**config.mk**
```make
export PLATFORM = sky130hd
export DESIGN_NAME = demod_conj_mult_nch
export DESIGN_NICKNAME = d
export VERILOG_FILES = /design/src/rtl/demod_pkg.sv /design/src/rtl/demod_cmul_stage.sv /design/src/rtl/demod_conj_mult_nch.sv
export SDC_FILE = /design/constraint.sdc
export NUM_CORES = 2
export LEC_CHECK = 0
export CORE_UTILIZATION = 55
export CTS_CLUSTER_DIAMETER = 80
export CTS_CLUSTER_SIZE = 30
export DETAILED_ROUTE_END_ITERATION = 6
export HOLD_SLACK_MARGIN = 0.02
export PLACE_DENSITY = 0.75
export SYNTH_ARGS = -nofsm -noshare
export SYNTH_HDL_FRONTEND = slang
export SYNTH_SLANG_ARGS = --single-unit
```
**constraint.sdc**
```tcl
create_clock -name s00_axis_aclk -period 10.1 [get_ports s00_axis_aclk]
set_clock_uncertainty 0.05 [all_clocks]
set_input_delay 1.01 -clock s00_axis_aclk [delete_from_list [all_inputs] [get_ports s00_axis_aclk]]
set_output_delay 1.01 -clock s00_axis_aclk [all_outputs]
set_load 0.05 [all_outputs]
```
**src/rtl/demod_pkg.sv**
```systemverilog
// Shared types and helpers for the conjugate-multiply discriminator front end.
// Latency: n/a (package only).
// Backpressure: n/a (package only).
package demod_pkg;

    localparam int IQ_W_DEF = 16;

    // One complex sample as it travels on the input stream: Q in the upper half.
    typedef struct packed {
        logic signed [IQ_W_DEF-1:0] im;
        logic signed [IQ_W_DEF-1:0] re;
    } iq_t;

    // Width of the channel index; a single channel still needs a 1-bit tuser.
    function automatic int ch_w(input int num_ch);
        return (num_ch > 1) ? $clog2(num_ch) : 1;
    endfunction

    // Clamp a sign-extended value into the signed range of a w-bit word.
    function automatic logic signed [63:0] sat_to_w(input logic signed [63:0] v, input int w);
        logic signed [63:0] hi;
        logic signed [63:0] lo;
        hi = (64'sd1 <<< (w - 1)) - 64'sd1;
        lo = -(64'sd1 <<< (w - 1));
        if (v > hi) begin
            return hi;
        end
        if (v < lo) begin
            return lo;
        end
        return v;
    endfunction

endpackage

```
**src/rtl/demod_cmul_stage.sv**
```systemverilog
// Two-register complex conjugate multiply: products, then sum/shift/saturate.
// Latency: 2 cycles from in_en to out_valid when out_en stays high.
// Backpressure: out_en freezes the output register; stage 1 holds until stage 2 frees up.
// Ports: in_en loads stage 1 with (a+jb)*conj(c+jd) partial products plus sideband;
//        out_en advances stage 1 into the output register; s1_valid reports occupancy.
module demod_cmul_stage
    import demod_pkg::*;
#(
    parameter int IQ_W  = 16,
    parameter int OUT_W = 32,
    parameter int SHIFT = 1,
    parameter int CH_W  = 1
) (
    input  logic                   s00_axis_aclk,
    input  logic                   s00_axis_aresetn,
    input  logic                   in_en,
    input  logic signed [IQ_W-1:0] in_a,
    input  logic signed [IQ_W-1:0] in_b,
    input  logic signed [IQ_W-1:0] in_c,
    input  logic signed [IQ_W-1:0] in_d,
    input  logic                   in_hv,
    input  logic [CH_W-1:0]        in_ch,
    input  logic                   in_last,
    input  logic                   out_en,
    output logic                   s1_valid,
    output logic                   out_valid,
    output logic signed [OUT_W-1:0] out_re,
    output logic signed [OUT_W-1:0] out_im,
    output logic [CH_W-1:0]        out_ch,
    output logic                   out_last
);

    localparam int PW = 2 * IQ_W;
    localparam int SW = 2 * IQ_W + 1;

    logic signed [PW-1:0] p_ac;
    logic signed [PW-1:0] p_bd;
    logic signed [PW-1:0] p_bc;
    logic signed [PW-1:0] p_ad;
    logic                 s1_hv;
    logic [CH_W-1:0]      s1_ch;
    logic                 s1_last;

    logic signed [SW-1:0] sum_re;
    logic signed [SW-1:0] sum_im;

    // One extra bit so ac+bd and bc-ad never wrap before the shift.
    always_comb begin
        sum_re = SW'(p_ac) + SW'(p_bd);
        sum_im = SW'(p_bc) - SW'(p_ad);
    end

    always_ff @(posedge s00_axis_aclk or negedge s00_axis_aresetn) begin
        if (!s00_axis_aresetn) begin
            s1_valid <= 1'b0;
            p_ac     <= '0;
            p_bd     <= '0;
            p_bc     <= '0;
            p_ad     <= '0;
            s1_hv    <= 1'b0;
            s1_ch    <= '0;
            s1_last  <= 1'b0;
        end else begin
            if (in_en) begin
                s1_valid <= 1'b1;
                p_ac     <= in_a * in_c;
                p_bd     <= in_b * in_d;
                p_bc     <= in_b * in_c;
                p_ad     <= in_a * in_d;
                s1_hv    <= in_hv;
                s1_ch    <= in_ch;
                s1_last  <= in_last;
            end else if (out_en) begin
                s1_valid <= 1'b0;
            end
        end
    end

    always_ff @(posedge s00_axis_aclk or negedge s00_axis_aresetn) begin
        if (!s00_axis_aresetn) begin
            out_valid <= 1'b0;
            out_re    <= '0;
            out_im    <= '0;
            out_ch    <= '0;
            out_last  <= 1'b0;
        end else if (out_en) begin
            out_valid <= s1_valid;
            if (s1_valid) begin
                // No history yet for this channel: emit zero rather than a product with reset state.
                out_re   <= s1_hv ? OUT_W'(sat_to_w(64'(sum_re >>> SHIFT), OUT_W)) : '0;
                out_im   <= s1_hv ? OUT_W'(sat_to_w(64'(sum_im >>> SHIFT), OUT_W)) : '0;
                out_ch   <= s1_ch;
                out_last <= s1_last;
            end
        end
    end

endmodule

```
**src/rtl/demod_conj_mult_nch.sv**
```systemverilog
// Multi-channel FM discriminator front end: y = x[n]*conj(x_k[n-1]), scaled and saturated.
// Latency: 2 cycles accept -> m00_axis_tvalid; one beat per cycle sustained.
// Backpressure: up to 2 beats buffered while m00_axis_tready is low, then s00_axis_tready drops.
// Ports: s00_axis_* carries interleaved IQ beats (I low, Q high); m00_axis_* carries {imag, real}
//        with the channel index on tuser and the producing beat's tlast; tstrb is all ones when valid.
module demod_conj_mult_nch
    import demod_pkg::*;
#(
    parameter int IQ_W           = 16,
    parameter int OUT_W          = 32,
    parameter int NUM_CH         = 1,
    parameter int SHIFT          = 1,
    parameter int RESET_ON_TLAST = 1,
    localparam int C_S00_AXIS_TDATA_WIDTH = 2 * IQ_W,
    localparam int C_M00_AXIS_TDATA_WIDTH = 2 * OUT_W,
    localparam int CH_W                   = ch_w(NUM_CH)
) (
    input  logic                              s00_axis_aclk,
    input  logic                              s00_axis_aresetn,
    input  logic                              s00_axis_tvalid,
    input  logic [C_S00_AXIS_TDATA_WIDTH-1:0] s00_axis_tdata,
    input  logic                              s00_axis_tlast,
    input  logic [IQ_W/4-1:0]                 s00_axis_tstrb,
    output logic                              s00_axis_tready,
    input  logic                              m00_axis_tready,
    output logic                              m00_axis_tvalid,
    output logic [C_M00_AXIS_TDATA_WIDTH-1:0] m00_axis_tdata,
    output logic                              m00_axis_tlast,
    output logic [OUT_W/4-1:0]                m00_axis_tstrb,
    output logic [CH_W-1:0]                   m00_axis_tuser
);

    logic                   s1_valid;
    logic                   out_en;
    logic                   accept;
    logic                   unused_tstrb;

    logic [2*IQ_W-1:0]      hist [NUM_CH];
    logic [NUM_CH-1:0]      hist_valid;
    logic [CH_W-1:0]        ch_cnt;
    logic [2*IQ_W-1:0]      hist_rd;

    logic signed [OUT_W-1:0] out_re;
    logic signed [OUT_W-1:0] out_im;

    assign unused_tstrb = ^s00_axis_tstrb;

    // Output register can load when empty or when its beat is leaving this cycle.
    assign out_en          = m00_axis_tready || !m00_axis_tvalid;
    assign s00_axis_tready = !s1_valid || out_en;
    assign accept          = s00_axis_tvalid && s00_axis_tready;

    assign hist_rd = hist[ch_cnt];

    always_ff @(posedge s00_axis_aclk or negedge s00_axis_aresetn) begin
        if (!s00_axis_aresetn) begin
            for (int i = 0; i < NUM_CH; i++) begin
                hist[i] <= '0;
            end
            hist_valid <= '0;
            ch_cnt     <= '0;
        end else if (accept) begin
            // A frame boundary realigns the interleave to channel 0.
            if (s00_axis_tlast || ch_cnt == CH_W'(NUM_CH - 1)) begin
                ch_cnt <= '0;
            end else begin
                ch_cnt <= ch_cnt + CH_W'(1);
            end
            // With frame reset enabled the tlast beat must not seed the next frame.
            if (RESET_ON_TLAST != 0 && s00_axis_tlast) begin
                hist_valid <= '0;
            end else begin
                hist[ch_cnt]       <= s00_axis_tdata;
                hist_valid[ch_cnt] <= 1'b1;
            end
        end
    end

    demod_cmul_stage #(
        .IQ_W  (IQ_W),
        .OUT_W (OUT_W),
        .SHIFT (SHIFT),
        .CH_W  (CH_W)
    ) u_cmul (
        .s00_axis_aclk    (s00_axis_aclk),
        .s00_axis_aresetn (s00_axis_aresetn),
        .in_en            (accept),
        .in_a             (s00_axis_tdata[IQ_W-1:0]),
        .in_b             (s00_axis_tdata[2*IQ_W-1:IQ_W]),
        .in_c             (hist_rd[IQ_W-1:0]),
        .in_d             (hist_rd[2*IQ_W-1:IQ_W]),
        .in_hv            (hist_valid[ch_cnt]),
        .in_ch            (ch_cnt),
        .in_last          (s00_axis_tlast),
        .out_en           (out_en),
        .s1_valid         (s1_valid),
        .out_valid        (m00_axis_tvalid),
        .out_re           (out_re),
        .out_im           (out_im),
        .out_ch           (m00_axis_tuser),
        .out_last         (m00_axis_tlast)
    );

    assign m00_axis_tdata = {out_im, out_re};
    assign m00_axis_tstrb = {(OUT_W/4){m00_axis_tvalid}};

endmodule

```
==> Yosys cells after proc, flatten, opt, wreduce, memory -nomap -nowiden <==
Cells that the tools add are included.
{ "totals": {"ff_bits": 233, "input_bits": 41, "out_inout_bits": 76, "wordCells": 75} }
{ "classes": {"n_addsub": 3, "mul": 4, "n_lt_le_gt_ge": 6, "n_mux": 33, "n_bitwise": 3, "n_reduce_logical": 10} }
{ "op_table": {"columns": ["op", "count"], "rows": [
  ["two-way mux 32 bit", 12],
  ["multiplier 16 x 16 -> 32 bit", 4],
  ["> comparator 32 bit (second input constant)", 2],
  ["less-than comparator 32 bit (second input constant)", 2],
  ["adder 32 x 32 -> 33 bit", 1],
  ["subtractor 32 x 32 -> 33 bit", 1],
  ["bitwise mux 32 bit", 1],
  ["two-way mux 1 bit", 20],
  ["AND reduction 2 bit", 2],
  ["logical OR 1 bit", 3],
  ["logical AND 1 bit", 2],
  ["zero test 1 bit", 2],
  ["NOT 1 bit", 2],
  ["nonzero test 2 bit", 1],
  ["adder 1 bit (second input constant)", 1],
  ["greater-or-equal comparator 1 bit (second input constant)", 1],
  ["less-than comparator 1 bit (second input constant)", 1],
  ["OR 1 bit", 1]
]} }

==> Depth between registers and ports, before layout <==
{ "depth": {"depth_word": 11, "ltp_mapped": 25} }

==> Hierarchy <==
From an unflattened synthesis, not the netlist that was laid out.
{ "hier_totals": {"hier_cells": 5538, "area_unflattened_um2": 51548.2} }
{ "modules_own_cells": {"columns": ["mod", "n_inst", "cells_per_inst", "area_each_um2", "seq_area_each_um2"], "rows": [
  ["demod_cmul_stage", 1, 5452, 50055.5, 4979.8],
  ["demod_conj_mult_nch", 1, 86, 1492.7, 850.8]
]} }

==> Worst setup path after synthesis <==
Ideal clock, no wire load.
{ "synth_path": {"path_kind": "in2reg", "from": "input port s00_axis_tdata[31]", "to": "register u_cmul.p_bd[31]", "setup_ns": 0.134, "arrival_time_ns": 6.725, "required_ns": 9.916, "path_slack_ns": 3.192, "stages": 20, "path_buffers": 1, "path_cell_list": "clkbuf_1 > nand2_1 > inv_1 > fa_1 > fa_1 > fa_1 > fa_1 > fa_1 > inv_1 > fa_1 > inv_1 > ha_1 > a21o_1 > a21o_1 > a211o_1 > o41ai_2 > o21ai_0 > a21oi_1 > xnor2_1 > o21ai_0"} }
{ "synth_between": {"elab_chain_cells": 1} }
{ "synth_rtl": {"columns": ["item", "line_no", "text"], "rows": [
  ["start, declared", "demod_conj_mult_nch.sv:21", "input logic [C_S00_AXIS_TDATA_WIDTH-1:0] s00_axis_tdata,"],
  ["multiplier 16 x 16 -> 32 bit", "demod_cmul_stage.sv:67", "p_bd <= in_b * in_d;"],
  ["end signal, assigned", "demod_cmul_stage.sv:67", null],
  ["end, declared", "demod_cmul_stage.sv:37", "logic signed [PW-1:0] p_bd;"]
]} }
No other way between the ends.
A chain may end at the register's enable or synchronous reset.

==> Worst setup path in the final report <==
{ "layout_path": {"from": "input port s00_axis_tdata[31]", "to": "register u_cmul.p_bd[28]"} }
Same word-level chain as after synthesis.

==> results.sh <==
export IMPL_status="completed"
export IMPL_timing_worst_setup_path_type="input port to flop"
export IMPL_rsz0062_at_grt="no"
export IMPL_cts_resized=0
export IMPL_maxCapViolCount=0
export IMPL_grt_pass1_wl_mm=203
export IMPL_wl_mm=123
export IMPL_async_flop_share_pct=100
export IMPL_endpoint_kind="flop"
export IMPL_final_cell_mix="inv_1 (1178), fa_1 (1050), nand2_1 (771)"
export IMPL_seq_area_frac_synth_pct=11.4
export IMPL_cts_buffer_depth=3
export IMPL_yosys_warnings=0
export IMPL_grt_max_degree=102
export IMPL_syn_inst=5557
export IMPL_setup_tns_ns=0
export IMPL_fillers=7820
export IMPL_clock_fmax_mhz=124
export IMPL_drcViolationCount=0
export IMPL_synth_seq_cells=233
export IMPL_report_final_slew_viol_count=0
export IMPL_cts_tree="yes"
export IMPL_finalHoldViolations=0
export IMPL_die_area_um2=93900
export IMPL_firstDrtPassIters=7
export IMPL_synth_edf_count=0
export IMPL_min_path_type="flop to flop"
export IMPL_worstSetupEndpoint="u_cmul.p_bd[28]$_DFFE_PN0P_"
export IMPL_cp_max_fo=21
export IMPL_setup_viol=0
export IMPL_clock_sinks=233
export IMPL_crit_required_ns=10.45
export IMPL_grt_usage_pct=27.4
export IMPL_drt_initial_drc_count=2610
export IMPL_relSlewSlack_pct=10.5
export IMPL_critPathArrivalTime_ns=8.42
export IMPL_place_congestion=0.961
export IMPL_cts_hold_buf=0
export IMPL_grt_overflow_total=0
export IMPL_final_common_cell="inv_1"
export IMPL_die_w_um=306
export IMPL_grt_antenna_before_repair=10
export IMPL_io_pins=117
export IMPL_cts_reportedPaths_clkPinSlew_ns=0.09
export IMPL_syn_num_nets=7038
export IMPL_cts_setup_buffers=0
export IMPL_fin_ws_ns=2.03
export IMPL_core_area_um2=91700
export IMPL_htree_num_levels=1
export IMPL_clock_root_buffer="clkbuf_16"
export IMPL_numCtsBuffers=20
export IMPL_pre_cts_ws_ns=1.56
export IMPL_area_growth_pct=5.81
export IMPL_rows=111
export IMPL_via_count=37200
export IMPL_start_kind="input port"
export IMPL_holdCritStartpoint="u_cmul.out_re[0]$_DFFE_PN0P_"
export IMPL_reg2reg_depth=19
export IMPL_grt_pass1_vias=38300
export IMPL_initial_core_util_pct=55.6
export IMPL_fp_dieH_um=306
export IMPL_wire_per_inst_um=18.3
export IMPL_cp_startpoint="s00_axis_tdata[31]"
export IMPL_syn_cell_area_um2=51000
export IMPL_r2r_end="u_cmul.p_bd[28]$_DFFE_PN0P_"
export IMPL_dpl_hpwl_mm=98.7
export IMPL_avgSynthCellArea_um2=9.17
export IMPL_nets=6992
export IMPL_postRouteAntennaNets=0
export IMPL_clkLatencyLatePin_ns=0.58
export IMPL_viasPerCell=5.54
export IMPL_hold_path_depth=2
export IMPL_synth_distinct_cells=74
export IMPL_portBuffers=112
export IMPL_synthFlopType="dfrtp_1"
export IMPL_worstMarginPinSlew_ns=1.34
export IMPL_period_share_pct=79.9
export IMPL_r2r_start="hist[20]$_DFFE_PN0P_"
export IMPL_finalWorstPathRequiredPeriod_ns=8.07
export IMPL_r2r_slack_ns=2.72
export IMPL_drive_above_1_share_pct=3.28
-- stage by stage --
stage / area [um2] / cells / hold WS, ns / util (%)
2_1_floorplan: 51000 / 5557 / 0.380 / -
4_1_cts: 53900 / 6710 / 0.422 / 58.8
5_1_grt: 53900 / 6712 / 0.443 / 58.8
6_report: 53900 / 6713 / 0.421 / 58.8
3_3_place_gp: 53200 / 6675 / 0.391 / 58.0
3_5_place_dp: 53200 / 6675 / 0.397 / 58.0
-- kinds of logic after synthesis --
logic type / after synthesis / share of synthesized area, %
AND/OR/NAND/NOR: 1564 / 14.8
adder cells (fa/ha/maj): 1440 / 50.8
buffers and inverters: 1439 / 10.7
AO/OA/AOI/OAI: 656 / 8.26
flip-flops: 233 / 11.4
XOR/XNOR: 191 / 3.28
multiplexers: 34 / 0.744
-- flip-flops by register name (all words and copies together), names as in the netlist, 32 cells and up --
register / flops
hist: 32
u_cmul.p_ac: 32
u_cmul.p_bd: 32
u_cmul.p_bc: 32
u_cmul.p_ad: 32
u_cmul.out_re: 32
u_cmul.out_im: 32
-- how the worst min path moves through the flow --
stage | to | slack [ns]
after detailed placement | u_cmul.p_bc[0]$_DFFE_PN0P_ | 0.40
after global placement | u_cmul.p_bc[0]$_DFFE_PN0P_ | 0.39
after CTS | u_cmul.p_bc[0]$_DFFE_PN0P_ | 0.42
final | u_cmul.out_re[0]$_DFFE_PN0P_ | 0.42
after global routing | u_cmul.p_bc[0]$_DFFE_PN0P_ | 0.44
after floorplan | u_cmul.p_bc[0]$_DFFE_PN0P_ | 0.38
-- synth_stat cells (9+ instances only) --
master	number	area share, %
and2_1	505	6.2
a21boi_0	9	0.13
a21o_1	101	1.5
a31oi_1	16	0.20
nor3_1	25	0.25
a21oi_1	129	1.3
o21a_1	19	0.28
and3_1	22	0.27
clkbuf_1	247	1.8
o31ai_1	20	0.29
inv_1	1178	8.7
ha_1	390	9.6
mux2_2	31	0.68
nand2_1	773	5.7
a211o_1	10	0.17
o21bai_1	27	0.40
nand2b_1	30	0.37
nand4_1	20	0.25
nand3_1	28	0.27
a211oi_1	24	0.35
fa_1	1050	41
o21ai_0	215	2.1
xor2_1	77	1.3
xnor2_1	114	2.0
dfrtp_1	233	11
or3_1	9	0.11
nor2_1	116	0.85
-- metal layers --
metal  global-route usage, %  routed length, um  vias to the layer above
li1                        -                  -                    16700
met1                    38.0              51000                    19000
met2                    43.6              57100                     1193
met3                    4.51               9200                      204
met4                    9.56               5220                       10
met5                       0                 67                        -
-- worst max-delay path, stage by stage --
cell             delay, ns
clkdlybuf4s50_1       1.27
nand2_1               0.24
inv_1                 0.18
fa_1                  0.55
fa_1                  0.90
fa_1                  0.53
fa_1                  0.50
fa_1                  0.49
inv_1                 0.05
fa_1                  0.47
inv_1                 0.04
ha_1                  0.21
nor3_1                0.33
o211ai_1              0.20
a31o_2                0.28
a21oi_1               0.18
o21ai_0               0.11
a211oi_1              0.41
xor2_1                0.33
o21ai_0               0.12
-- area by class of cell --
type                       count  area (um2)  area share [%]
antenna                        3        7.51          0.0139
clock buffer                  22         539            1.00
clock inverter                13         225           0.418
sequential                   233        5830            10.8
multi-input combinational   3885       39700            73.6
inverter                    1180        4430            8.21
tap                         1186        1480            2.75
timing repair buffer         191        1690            3.14
Power is left out: the tool's default activity adds up to more than one toggle a clock period on the data nets, which glitch-free logic cannot reach.
